===== src/rtl/pipe_lane_buffer.sv =====
// Multi-lane valid/ready pipeline stage register with optional skid entry,
// per-lane squash on entry, flush, and a saturating stall counter.
module pipe_lane_buffer #(
  parameter int LANES  = 2,
  parameter int DATA_W = 32,
  parameter int SKID   = 1,
  parameter int CNT_W  = 16
) (
  input  logic                    clock_i,
  input  logic                    reset_n_i,
  input  logic                    flush_i,
  input  logic                    in_valid_i,
  output logic                    in_ready_o,
  input  logic [LANES-1:0]        in_lane_vld_i,
  input  logic [LANES*DATA_W-1:0] in_data_i,
  input  logic [LANES-1:0]        kill_i,
  output logic                    out_valid_o,
  input  logic                    out_ready_i,
  output logic [LANES-1:0]        out_lane_vld_o,
  output logic [LANES*DATA_W-1:0] out_data_o,
  output logic [CNT_W-1:0]        stall_cnt_o
);

  typedef enum logic [1:0] {
    EMPTY = 2'd0,
    ONE   = 2'd1,
    FULL  = 2'd2
  } st_e;

  st_e                     state_q, state_d;
  logic [LANES-1:0]        m_vld_q, m_vld_d;
  logic [LANES*DATA_W-1:0] m_data_q, m_data_d;
  logic [LANES-1:0]        s_vld_q, s_vld_d;
  logic [LANES*DATA_W-1:0] s_data_q, s_data_d;
  logic                    rdy_q, rdy_d;
  logic [CNT_W-1:0]        cnt_q, cnt_d;

  logic [LANES-1:0]        eff_vld;
  logic [LANES*DATA_W-1:0] eff_data;
  logic                    acc, dlv, put, stall;

  assign out_valid_o    = (state_q != EMPTY);
  assign out_lane_vld_o = m_vld_q;
  assign out_data_o     = m_data_q;
  assign stall_cnt_o    = cnt_q;
  assign in_ready_o     = (SKID != 0) ? rdy_q
                                      : (!out_valid_o || out_ready_i);

  assign eff_vld = in_lane_vld_i & ~kill_i;
  assign acc     = in_valid_i && in_ready_o;
  assign dlv     = out_valid_o && out_ready_i;
  assign put     = acc && (|eff_vld);
  assign stall   = out_valid_o && !out_ready_i;

  // Zero the payload of every killed or invalid lane before storage.
  always_comb begin
    eff_data = '0;
    for (int k = 0; k < LANES; k++) begin
      if (eff_vld[k])
        eff_data[k*DATA_W +: DATA_W] = in_data_i[k*DATA_W +: DATA_W];
    end
  end

  // Next-state for occupancy, main/skid entries, ready and stall counter.
  always_comb begin
    state_d  = state_q;
    m_vld_d  = m_vld_q;
    m_data_d = m_data_q;
    s_vld_d  = s_vld_q;
    s_data_d = s_data_q;
    cnt_d    = cnt_q;
    if (stall && (cnt_q != {CNT_W{1'b1}}))
      cnt_d = cnt_q + {{(CNT_W-1){1'b0}}, 1'b1};
    if (flush_i) begin
      state_d  = EMPTY;
      m_vld_d  = '0;
      m_data_d = '0;
      s_vld_d  = '0;
      s_data_d = '0;
    end else begin
      unique case (state_q)
        EMPTY: begin
          if (put) begin
            state_d  = ONE;
            m_vld_d  = eff_vld;
            m_data_d = eff_data;
          end
        end
        ONE: begin
          if (put && dlv) begin
            m_vld_d  = eff_vld;
            m_data_d = eff_data;
          end else if (put && (SKID != 0)) begin
            state_d  = FULL;
            s_vld_d  = eff_vld;
            s_data_d = eff_data;
          end else if (dlv) begin
            state_d  = EMPTY;
            m_vld_d  = '0;
            m_data_d = '0;
          end
        end
        FULL: begin
          if (dlv) begin
            state_d  = ONE;
            m_vld_d  = s_vld_q;
            m_data_d = s_data_q;
            s_vld_d  = '0;
            s_data_d = '0;
          end
        end
        default: begin
          state_d = EMPTY;
        end
      endcase
    end
    rdy_d = (state_d != FULL);
  end

  // State and output registers; reset empties the stage at once.
  always_ff @(posedge clock_i or negedge reset_n_i) begin
    if (!reset_n_i) begin
      state_q  <= EMPTY;
      m_vld_q  <= '0;
      m_data_q <= '0;
      s_vld_q  <= '0;
      s_data_q <= '0;
      rdy_q    <= 1'b1;
      cnt_q    <= '0;
    end else begin
      state_q  <= state_d;
      m_vld_q  <= m_vld_d;
      m_data_q <= m_data_d;
      s_vld_q  <= s_vld_d;
      s_data_q <= s_data_d;
      rdy_q    <= rdy_d;
      cnt_q    <= cnt_d;
    end
  end

endmodule

===== config.mk =====
export PLATFORM = sky130hd
export DESIGN_NAME = pipe_lane_buffer
export DESIGN_NICKNAME = d
export VERILOG_FILES = /design/src/rtl/pipe_lane_buffer.sv
export SDC_FILE = /design/constraint.sdc
export NUM_CORES = 1
export LEC_CHECK = 0
export BUFFER_PORTS_ARGS = -buffer_cell sky130_fd_sc_hd__clkbuf_2
export CAP_MARGIN = 10
export CORE_ASPECT_RATIO = 1.75
export CORE_MARGIN = 2
export CORE_UTILIZATION = 34
export DETAILED_ROUTE_END_ITERATION = 8
export GPL_ROUTABILITY_DRIVEN = 0
export PLACE_DENSITY_LB_ADDON = 0.12
export SYNTH_ARGS = -nofsm -noshare
export SYNTH_HDL_FRONTEND = slang
export SYNTH_SLANG_ARGS = --single-unit

===== constraint.sdc =====
create_clock -name clock_i -period 5.8 [get_ports clock_i]
set_clock_uncertainty 0.2 [all_clocks]
set_input_delay 0.29 -clock clock_i [delete_from_list [all_inputs] [get_ports clock_i]]
set_output_delay 0.29 -clock clock_i [all_outputs]
set_load 0.02 [all_outputs]

# After elaboration in Yosys (flattened, before gate mapping)
# Index checks and enable logic that the tools add are counted.
[classes]
n_addsub = 1
multipliers = 0
div = 0
magnitude_cmp = 0
n_eq_ne = 10
n_shift = 0
n_mux = 29
bitwise_logic = 2
reduce_logical = 14
[op_table]
columns = ["operator", "count"]
rows = [
  ["64-bit 2-to-1 mux", 8],
  ["64-bit case mux with 3 select lines", 1],
  ["64-bit case mux with 2 select lines", 1],
  ["32-bit 2-to-1 mux", 2],
  ["2-bit 2-to-1 mux", 14],
  ["16-bit by 1-bit adder with 16-bit output (second input constant)", 1],
  ["16-bit != test (second input constant)", 1],
  ["3-bit != test (second input constant)", 4],
  ["2-bit case mux with 3 select lines", 2],
  ["4-bit != test (second input constant)", 2],
  ["1-bit logical AND", 6],
  ["5-bit AND reduction", 1],
  ["2-bit case mux with 2 select lines", 1],
  ["4-bit AND reduction", 1],
  ["4-bit nonzero test", 1],
  ["3-bit nonzero test", 1],
  ["2-bit bitwise AND", 1],
  ["2-bit by 1-bit == test with 1-bit output (second input constant)", 1],
  ["2-bit == test (second input constant)", 1],
  ["2-bit logical NOT", 1],
  ["2-bit != test (second input constant)", 1],
  ["2-bit NOT", 1],
  ["2-bit nonzero test", 1],
  ["2-bit OR reduction", 1],
  ["1-bit logical NOT", 1],
]
[totals]
regBits = 151
latch_bits = 0
ramBits = 0
romBits = 0
word_cells = 63
n_memories = 0

# Logic depth before layout (Yosys ltp)
# Gate-level depths: netlist of the first run.
[logic_depth]
ltp_word = 9
depth_mapped = 9

# Least setup slack after synthesis of the first run
# No wires, ideal clock.
[synth_path]
path_kind = "reg2reg"
from = "register state_q[0]"
to = "register s_data_q[25]"
setup_ns = 0.121
t_arrival_ns = 1.845
required_time_ns = 5.479
path_slack_ns = 3.634
stages_incl_launch_ff = 10
n_path_buf = 3
path_cell_list = "dfrtp_1 inv_1 ha_1 buf_2 nor2b_2 a2111oi_2 a311oi_2 buf_4 buf_6 a22o_1"
[synth_via]
elab_chain_cells = 5
elab_cells_between_ends = 12
classes_between = "5 x eq/ne; 2 x mux; 5 x reduce/logical"
[synth_lines]
columns = ["item", "line", "text"]
rows = [
  ["start, declared", "30", "st_e state_q, state_d;"],
  ["start signal, assigned", "131", "state_q <= state_d;"],
  ["2-bit nonzero test", "42", "assign out_valid_o = (state_q != EMPTY);"],
  ["1-bit logical AND", "51", "assign dlv = out_valid_o && out_ready_i;"],
  ["1-bit logical AND", "90", "if (put && dlv) begin"],
  ["3-bit != test (no line)", "--", ""],
  ["4-bit AND reduction (no line)", "--", ""],
  ["end signal, assigned", "135", "s_data_q <= s_data_d;"],
  ["end, declared", "34", "logic [LANES*DATA_W-1:0] s_data_q, s_data_d;"],
]
# Several ways; a longest one is shown, not always the timed one.
# A chain may end at the register's enable or synchronous reset.

# Worst setup path after layout of the first run
[layout_path]
from = "register state_q[0]"
to = "register m_data_q[17], in the netlist out_data_o[17]"
[layout_via]
elab_chain_cells = 6
elab_cells_between_ends = 15
classes_between = "6 x eq/ne; 3 x mux; 6 x reduce/logical"
[layout_lines]
columns = ["item", "line", "text"]
rows = [
  ["2-bit nonzero test", "42", ""],
  ["1-bit logical AND", "51", ""],
  ["1-bit logical AND", "90", ""],
  ["64-bit 2-to-1 mux", "90", ""],
  ["64-bit case mux with 3 select lines", "81", "unique case (state_q)"],
  ["64-bit 2-to-1 mux", "74", "if (flush_i) begin"],
  ["end signal, assigned", "133", "m_data_q <= m_data_d;"],
  ["end, declared", "32", "logic [LANES*DATA_W-1:0] m_data_q, m_data_d;"],
]
# Several ways; a longest one is shown, not always the timed one.

==> flow_summary.yaml, run 1 <==
outcome:
  status: "completed"
sta:
  setup_viol: 0
  slew_headroom: 0.387
  fin_crit_sh: 0.568
  tns_ps: 0
  post-route-min-period_ps: 3300
  report.final.hold_viol_count: 0
  max_freq_mhz: 303
  rsz0062_at_grt: "no"
  worst_slew_pin_slew_ps: 918
  report.final.slew_viol_count: 0
layout:
  fin_area_um2: 9030
  nNetsFinal: 853
  syn2layout_area_growth_pct: 31.9
  layout-drive-gt1-share: 0.278
  antenna_cells: 0
  fillCellCount: 1859
setup_path:
  crit_path_end_kind: "register"
  crit_type: "register to register"
  start_kind: "register"
  crit_fanout: 44
  r2r-start: "state_q[0]"
  r2r_setup_slack_ps: 2500
  crit_required_ps: 5950
  cp.arrival_ps: 3440
  rr_endpoint: "out_data_o[17]"
  r2r.worst_path.cells: 7
place:
  io_buffers: 156
  dp_hpwl_mm: 12.1
  dpl-instance-area_um2: 7810
global_route:
  grt_max_degree: 82
  grt_pass1_vias: 6026
  grt_antenna_before_repair: 0
  gr-total-overflow: 0
  grt_pass1_wl_mm: 32.1
  grtUsageTotal: 0.189
die:
  rows: 68
  core_area_um2: 19700
  ios: 157
  start_util: 0.347
  die_area_um2: 21300
  die_y_um: 192
  die_w_um: 111
power:
  max-vdd-ir-drop_mv: 0.252
  p_leak_nw: 4.21
  powerDensity_nw_per_um2: 287
synthesis:
  ys_ff_latch: 151
  syn_inst: 571
  synth-main-ff-cell: "dfrtp_1"
  synth_mux_area_frac: 0.00475
  synthXorXnorAreaFrac: 0.0115
  synth_top_family_by_area: "compound AO/OA/AOI/OAI gates"
  synth_nets: 649
  synth_edf_count: 0
  synth_adder_area_share: 0.00914
  yosysSeqAreaShare: 0.552
  synthesis.area_um2: 6850
  synth_area_per_cell_um2: 12.0
  ys_warn_count: 0
  ys_async_sr_fraction: 1.00
  synth_compound_area_frac: 0.327
  ys_types: 53
  synth-simple-area-share: 0.0570
cts:
  clk_pin_slew_ps: 70
  clockBufferDepth: 2
  post_cts_resized: 0
  cts_sinks: 151
  cts-root-buf: "clkbuf_16"
  post_cts_buffers: 0
  htreeDepth: 4
  cts_buffers: 17
  cts_tree: "done"
  clk_latency_ps: 430
worst_hold_path:
  min_from: "out_ready_i"
  whs_path_depth: 4
  holdPathEnd: "in_ready_o"
  hp-class: "input port to register"
drt:
  route.detailed.drc: 0
  drt_first_pass_iters: 4
  ant_nets: 0
  wl_per_cell_um: 19.1
  routed_via_density: 5.56
  wl_met1_mm: 8.50
  dr_wl_met3_um: 656
  vias: 5745
  drt_first_iter_violations: 290
  wirelength_mm: 19.7
  route.met2.wl_mm: 10.0
  top_layer_used: "met4"
run:
  cap_violations: 0
==> report_power, final <==
part | internal (mW) | switching [mW] | leakage, nW
combinational | 0.145 | 0.236 | 1.86
sequential | 1.09 | 0.0397 | 2.08
clock | 0.599 | 0.478 | 0.265
==> worst max path at each step <==
stage                     startpoint        endpoint  slack, ps  cells past startpoint
after global routing      state_q[0]  out_data_o[39]       2270                      7
after detailed placement  state_q[0]  out_data_o[27]       2490                      7
after global placement    state_q[0]  out_data_o[26]       2620                      7
final                     state_q[0]  out_data_o[17]       2500                      7
after floorplan           state_q[0]    s_data_q[25]       3630                      9
after CTS                 state_q[0]  out_data_o[27]       2490                      7
==> critical path, cell delays in order, from the launching register on <==
cell and delay [ps]:
dfrtp_1 440, inv_1 130, ha_1 360, nand2b_1 380, nor2_1 170, nor3_4 730, buf_4 600, o2bb2ai_1 180
==> sequential cells by signal (all words and copies together) (netlist names) <==
register        count
in_ready_o          1
out_data_o         64
out_lane_vld_o      2
s_data_q           64
s_vld_q             2
stall_cnt_o        16
state_q             2
==> metal layers <==
metal  GRT usage  vias up
li1            -     2657
met1       0.229     2906
met2       0.326      154
met3      0.0379       28
met4      0.0869        0
met5           0        -
==> cell families after synthesis <==
| logic type | Yosys count |
|---|---|
| muxes | 3 |
| AOI/OAI and AO/OA | 289 |
| xor gates and xnor gates | 9 |
| adders and majority gates | 5 |
| DFF | 151 |
| buffers and inverters | 52 |
| and+or+nand+nor | 62 |
==> area by class of cell <==
class                      count  area [um^2]  area share
inverter                       5         18.8     0.00208
tap                          245          307      0.0339
multi-input combinational    368         2840       0.314
sequential                   151         3780       0.418
timing repair buffer         232         1520       0.169
clock buffer                  17          425      0.0471
clock inverter                15          141      0.0157
==> synthesized netlist by cell type, types with 2 or more instances <==
master       n  area, um^2
nand4_1      5        31.3
o21ai_0      2        10.0
nand2_1      6        22.5
xnor2_1      8        70.1
clkbuf_1    14        52.6
mux2_2       2        22.5
nor2_1      10        37.5
buf_4        4        30.0
a21boi_0     3        22.5
buf_6        4        45.0
a211oi_1     4        30.0
nand2b_1     3        18.8
dfrtp_1    150        3750
nor3_1       4        20.0
nand3_1      9        45.0
a21o_1       3        22.5
ha_1         5        62.6
o2bb2ai_1   64         561
buf_1        5        18.8
or2_2        2        12.5
a21oi_1     74         370
and2_1       4        25.0
buf_2       20         100
inv_1        5        18.8
a22o_1     128        1120
o211ai_1     2        15.0
nor3_2       3        30.0
nor2b_1      2        12.5
and3_1       2        12.5
==> through the flow <==
step	utilization	worst slack, ps	hold WS [ps]	total power, mW	std cells
global route	0.458	2270	125	2.71	1033
CTS	0.458	2490	104	2.63	1033
floorplan	-	3630	-206	1.35	571
finish	0.458	2500	113	2.59	1033
global placement	0.395	2620	190	1.50	935
detailed placement	0.395	2490	208	1.50	935
==> layout by cell type (no fill, tap or decap), types with 4 or more instances in the layout <==
master | synthesis | layout
a211oi_1 | 4 | 4
a21oi_1 | 74 | 74
a22o_1 | 128 | 128
buf_4 | 4 | 10
clkbuf_16 | 0 | 17
clkbuf_2 | 0 | 155
clkinvlp_4 | 0 | 5
dfrtp_1 | 150 | 150
dlygate4sd3_1 | 0 | 66
ha_1 | 5 | 5
inv_1 | 5 | 5
inv_6 | 0 | 6
nand2_1 | 6 | 6
nand3_1 | 9 | 9
nand4_1 | 5 | 5
nor2_1 | 10 | 10
nor3_1 | 4 | 4
o2bb2ai_1 | 64 | 64
xnor2_1 | 8 | 8
==> repair_timing <==
action	CTS	global route
endpoints found under the setup margin	0	0
endpoints found under the hold margin	205	0
hold buffers	66	0
Note: power is estimated with default switching activity, not from simulation.
==> inputs of run 2 (changes only) <==
Clock period 5.8 ns to 2.8 ns, I/O delays scaled along.
==> flow_summary.yaml, run 2 (synthesis gave the netlist of run 1 again) <==
global_route:
  grt_antenna_before_repair: 0
  gr-total-overflow: 0
  grtUsageTotal: 0.184
  grt_pass1_wl_mm: 31.6
  grt_max_degree: 67
  grt_pass1_vias: 6024
sta:
  tns_ps: 0
  max_freq_mhz: 394
  worst_slew_pin_slew_ps: 645
  report.final.hold_viol_count: 0
  post-route-min-period_ps: 2540
  finalWorstSetupSlack_ps: 260
  fin_crit_sh: 0.907
  rsz0062_at_grt: "no"
  report.final.slew_viol_count: 0
  slew_headroom: 0.570
  setup_viol: 0
cts:
  post_cts_buffers: 0
  clockBufferDepth: 2
  cts_buffers: 17
  htreeDepth: 4
  cts-root-buf: "clkbuf_16"
  ctsHoldBuffers: 67
  cts_sinks: 151
  post_cts_resized: 0
  cts_tree: "done"
  clk_latency_ps: 420
  clk_pin_slew_ps: 60
drt:
  wl_per_cell_um: 18.8
  wirelength_mm: 19.5
  drt_first_pass_iters: 4
  vias: 5807
  routed_via_density: 5.61
  route.detailed.drc: 0
  drt_first_iter_violations: 284
  ant_nets: 0
run:
  cap_violations: 0
die:
  ios: 157
  rows: 68
  core_area_um2: 19700
  die_area_um2: 21300
  die_w_um: 111
  die_y_um: 192
  start_util: 0.347
worst_hold_path:
  hp-class: "input port to asynchronous set/reset pin"
setup_path:
  cp.arrival_ps: 2670
  r2r-start: "state_q[0]"
  crit_fanout: 64
  crit_path_start: "state_q[0]"
  start_kind: "register"
  crit_type: "register to register"
  crit_required_ps: 2930
  crit_path_end_kind: "register"
layout:
  mostFrequentLayoutCell: "clkbuf_2"
  nNetsFinal: 859
  layout-drive-gt1-share: 0.278
  final_cell_mix: "clkbuf_2, dfrtp_1, a22o_1"
  antenna_cells: 0
  fin_area_um2: 9220
  syn2layout_area_growth_pct: 34.7
power:
  p_leak_nw: 4.30
  p_seq_frac: 0.420
  p_int_mw: 4.11
  switching_share: 0.264
  pwr-share-clk: 0.433
  p_sw_mw: 1.47
  pwr-share-comb: 0.147
  max-vdd-ir-drop_mv: 0.304
  powerDensity_nw_per_um2: 605
outcome:
  status: "completed"
place:
  dp_hpwl_mm: 12.1
  io_buffers: 156
  dp_slack_ps: 250
  dpl-instance-area_um2: 7940
==> run 2: layout make-up <==
type | instances | area, um^2
Fill cell | 1839 | 10500
Sequential cell | 151 | 3780
Multi-Input combinational cell | 368 | 2840
Timing Repair Buffer | 238 | 1670
Clock buffer | 20 | 457
Tap cell | 245 | 307
Clock inverter | 9 | 151
Inverter | 5 | 18.8
==> run 2: power groups by stage <==
stage                     registers (mW)  clock network (mW)  logic, mW
after floorplan                     2.44                   0      0.353
after global placement              2.38                   0      0.741
after detailed placement            2.38                   0      0.753
after CTS                           2.35                2.49      0.831
after global routing                2.36                2.56      0.896
final                               2.34                2.42      0.821
==> run 2: final timing paths <==
kind,cells after the start,slack [ps],endpoint
worst max-delay path,7,260,out_data_o[29]
worst min-delay path,2,100,out_data_o[42]
worst max register to register,7,260,out_data_o[29]
worst min register to register,1,280,s_vld_q[0]
max in group asynchronous,3,1470,in_ready_o
min in group clock_i,5,190,in_ready_o
==> run 2: layer usage <==
layer | track usage | up-vias | share of wire
met5 | 0 | - | 0
met4 | 0.0689 | 0 | 0.017
met3 | 0.0338 | 25 | 0.040
met2 | 0.333 | 165 | 0.52
met1 | 0.218 | 2935 | 0.42
li1 | - | 2682 | -
==> run 2: through the flow <==
step / util / std cells / hold slack, ps / total power, mW
after floorplan: - / 571 / -356 / 2.80
after global placement: 0.402 / 940 / -11.0 / 3.12
after detailed placement: 0.402 / 940 / -1.70 / 3.14
after CTS: 0.467 / 1036 / 115 / 5.66
after global routing: 0.467 / 1036 / 159 / 5.81
final: 0.467 / 1036 / 102 / 5.58
==> run 2: worst max-delay path: stages, from the launching register on <==
cell and delay, ps:
dfrtp_1 430, inv_1 130, ha_1 370, nand2b_1 400, nor2_1 170, nor3_4 220, buf_12 330, o2bb2ai_1 170
==> inputs of run 3 (changes only) <==
Settings changed: HOLD_SLACK_MARGIN from default to 0.12, PLACE_DENSITY_LB_ADDON 0.12 to 0.05.
==> flow_summary.yaml, run 3 (synthesis gave the netlist of run 1 again) <==
drt:
  drt_first_pass_iters: 5
  vias: 5826
  wl_per_cell_um: 19.5
  wirelength_mm: 20.5
  route.detailed.drc: 0
  ant_nets: 0
  drt_first_iter_violations: 285
  routed_via_density: 5.56
sta:
  report.final.hold_viol_count: 0
  report.final.slew_viol_count: 0
  rsz0062_at_grt: "no"
  tns_ps: 0
  max_freq_mhz: 389
  setup_viol: 0
  slew_headroom: 0.426
  worst_slew_pin_slew_ps: 860
  finalWorstSetupSlack_ps: 228
  fin_crit_sh: 0.918
  post-route-min-period_ps: 2570
cts:
  cts_sinks: 151
  clockBufferDepth: 2
  clk_latency_ps: 430
  htreeDepth: 4
  cts_buffers: 17
  cts-root-buf: "clkbuf_16"
  cts_tree: "done"
  clk_pin_slew_ps: 70
global_route:
  grt_pass1_vias: 6123
  grt_pass1_wl_mm: 32.8
  gr-total-overflow: 0
  grt_max_degree: 65
  grt_antenna_before_repair: 0
  grtUsageTotal: 0.194
setup_path:
  rr_endpoint: "out_data_o[25]"
  r2r.worst_path.cells: 8
  crit_path_end_kind: "register"
  r2r-start: "state_q[0]"
  start_kind: "register"
  crit_fanout: 40
  cp.arrival_ps: 2710
  crit_type: "register to register"
  r2r_setup_slack_ps: 230
  crit_required_ps: 2940
worst_hold_path:
  whs_path_depth: 5
  min_from: "in_lane_vld_i[1]"
  holdPathEnd: "out_data_o[59]"
  hp-class: "input port to register"
die:
  die_y_um: 192
  ios: 157
  die_w_um: 111
  die_area_um2: 21300
  core_area_um2: 19700
  rows: 68
  start_util: 0.347
place:
  dp_slack_ps: 85.7
  dp.cells: 947
  io_buffers: 156
  dp_hpwl_mm: 12.8
  dpl-instance-area_um2: 8000
layout:
  fin_area_um2: 9380
  mostFrequentLayoutCell: "clkbuf_2"
  final_cell_mix: "clkbuf_2, dfrtp_1, a22o_1"
  layout-drive-gt1-share: 0.288
  nNetsFinal: 869
  antenna_cells: 0
  syn2layout_area_growth_pct: 36.9
  fillCellCount: 1818
  final_cells: 1048
run:
  cap_violations: 0
power:
  powerDensity_nw_per_um2: 610
  p_leak_nw: 4.36
  max-vdd-ir-drop_mv: 0.360
outcome:
  status: "completed"
run 3: metrics by stage:
step	hold slack, ps	total power [mW]	util
6_report	155	5.72	0.475
4_1_cts	123	5.81	0.474
3_3_place_gp	-60.7	3.13	0.405
3_5_place_dp	-47.4	3.15	0.405
2_1_floorplan	-356	2.80	-
5_1_grt	207	5.98	0.475
run 3: timing repair:
item | in CTS | in global routing
resized for setup | 0 | 1
hold buffers | 69 | 0
hold endpoints to repair | 289 | 0
buffers inserted | 0 | 0
endpoints found under the setup margin | 0 | 48
run 3: critical path: stages, from the launching register on:
cell       delay [ps]
dfrtp_1           430
inv_1             110
ha_1              350
buf_4             210
nor2_1            220
o2111ai_1         180
a21o_2            250
buf_4             280
o2bb2ai_1         230
run 3: how the worst max path moves through the flow:
stage / start / endpoint / slack [ps] / depth (start not counted)
floorplan: state_q[0] / s_data_q[25] / 630 / 9
global placement: state_q[0] / s_data_q[59] / 210 / 7
detailed placement: state_q[0] / s_data_q[61] / 90 / 7
CTS: state_q[0] / s_data_q[56] / 60 / 7
global route: state_q[0] / out_data_o[37] / 50 / 8
finish: state_q[0] / out_data_o[25] / 230 / 8
run 3: where the power goes:
part | internal (mW) | total (mW) | switching (mW)
registers | 2.26 | 2.34 | 0.0792
logic | 0.337 | 0.848 | 0.512
clock network | 1.60 | 2.53 | 0.931
total | 4.20 | 5.72 | 1.52
run 3: cell type report:
type	count	area [um^2]	share of cell area
clock buffers	19	443	0.0472
clock inverters	12	200	0.0214
inverters	5	18.8	0.00200
multi-input cells	369	2870	0.306
flip-flops and latches	151	3780	0.403
well taps	245	307	0.0327
repair buffers	247	1760	0.188
run 3: metal layers:
| layer | global-route usage | wire (um) |
|---|---|---|
| met5 | 0 | 0 |
| met4 | 0.0712 | 378 |
| met3 | 0.0429 | 835 |
| met2 | 0.336 | 10500 |
| met1 | 0.236 | 8780 |
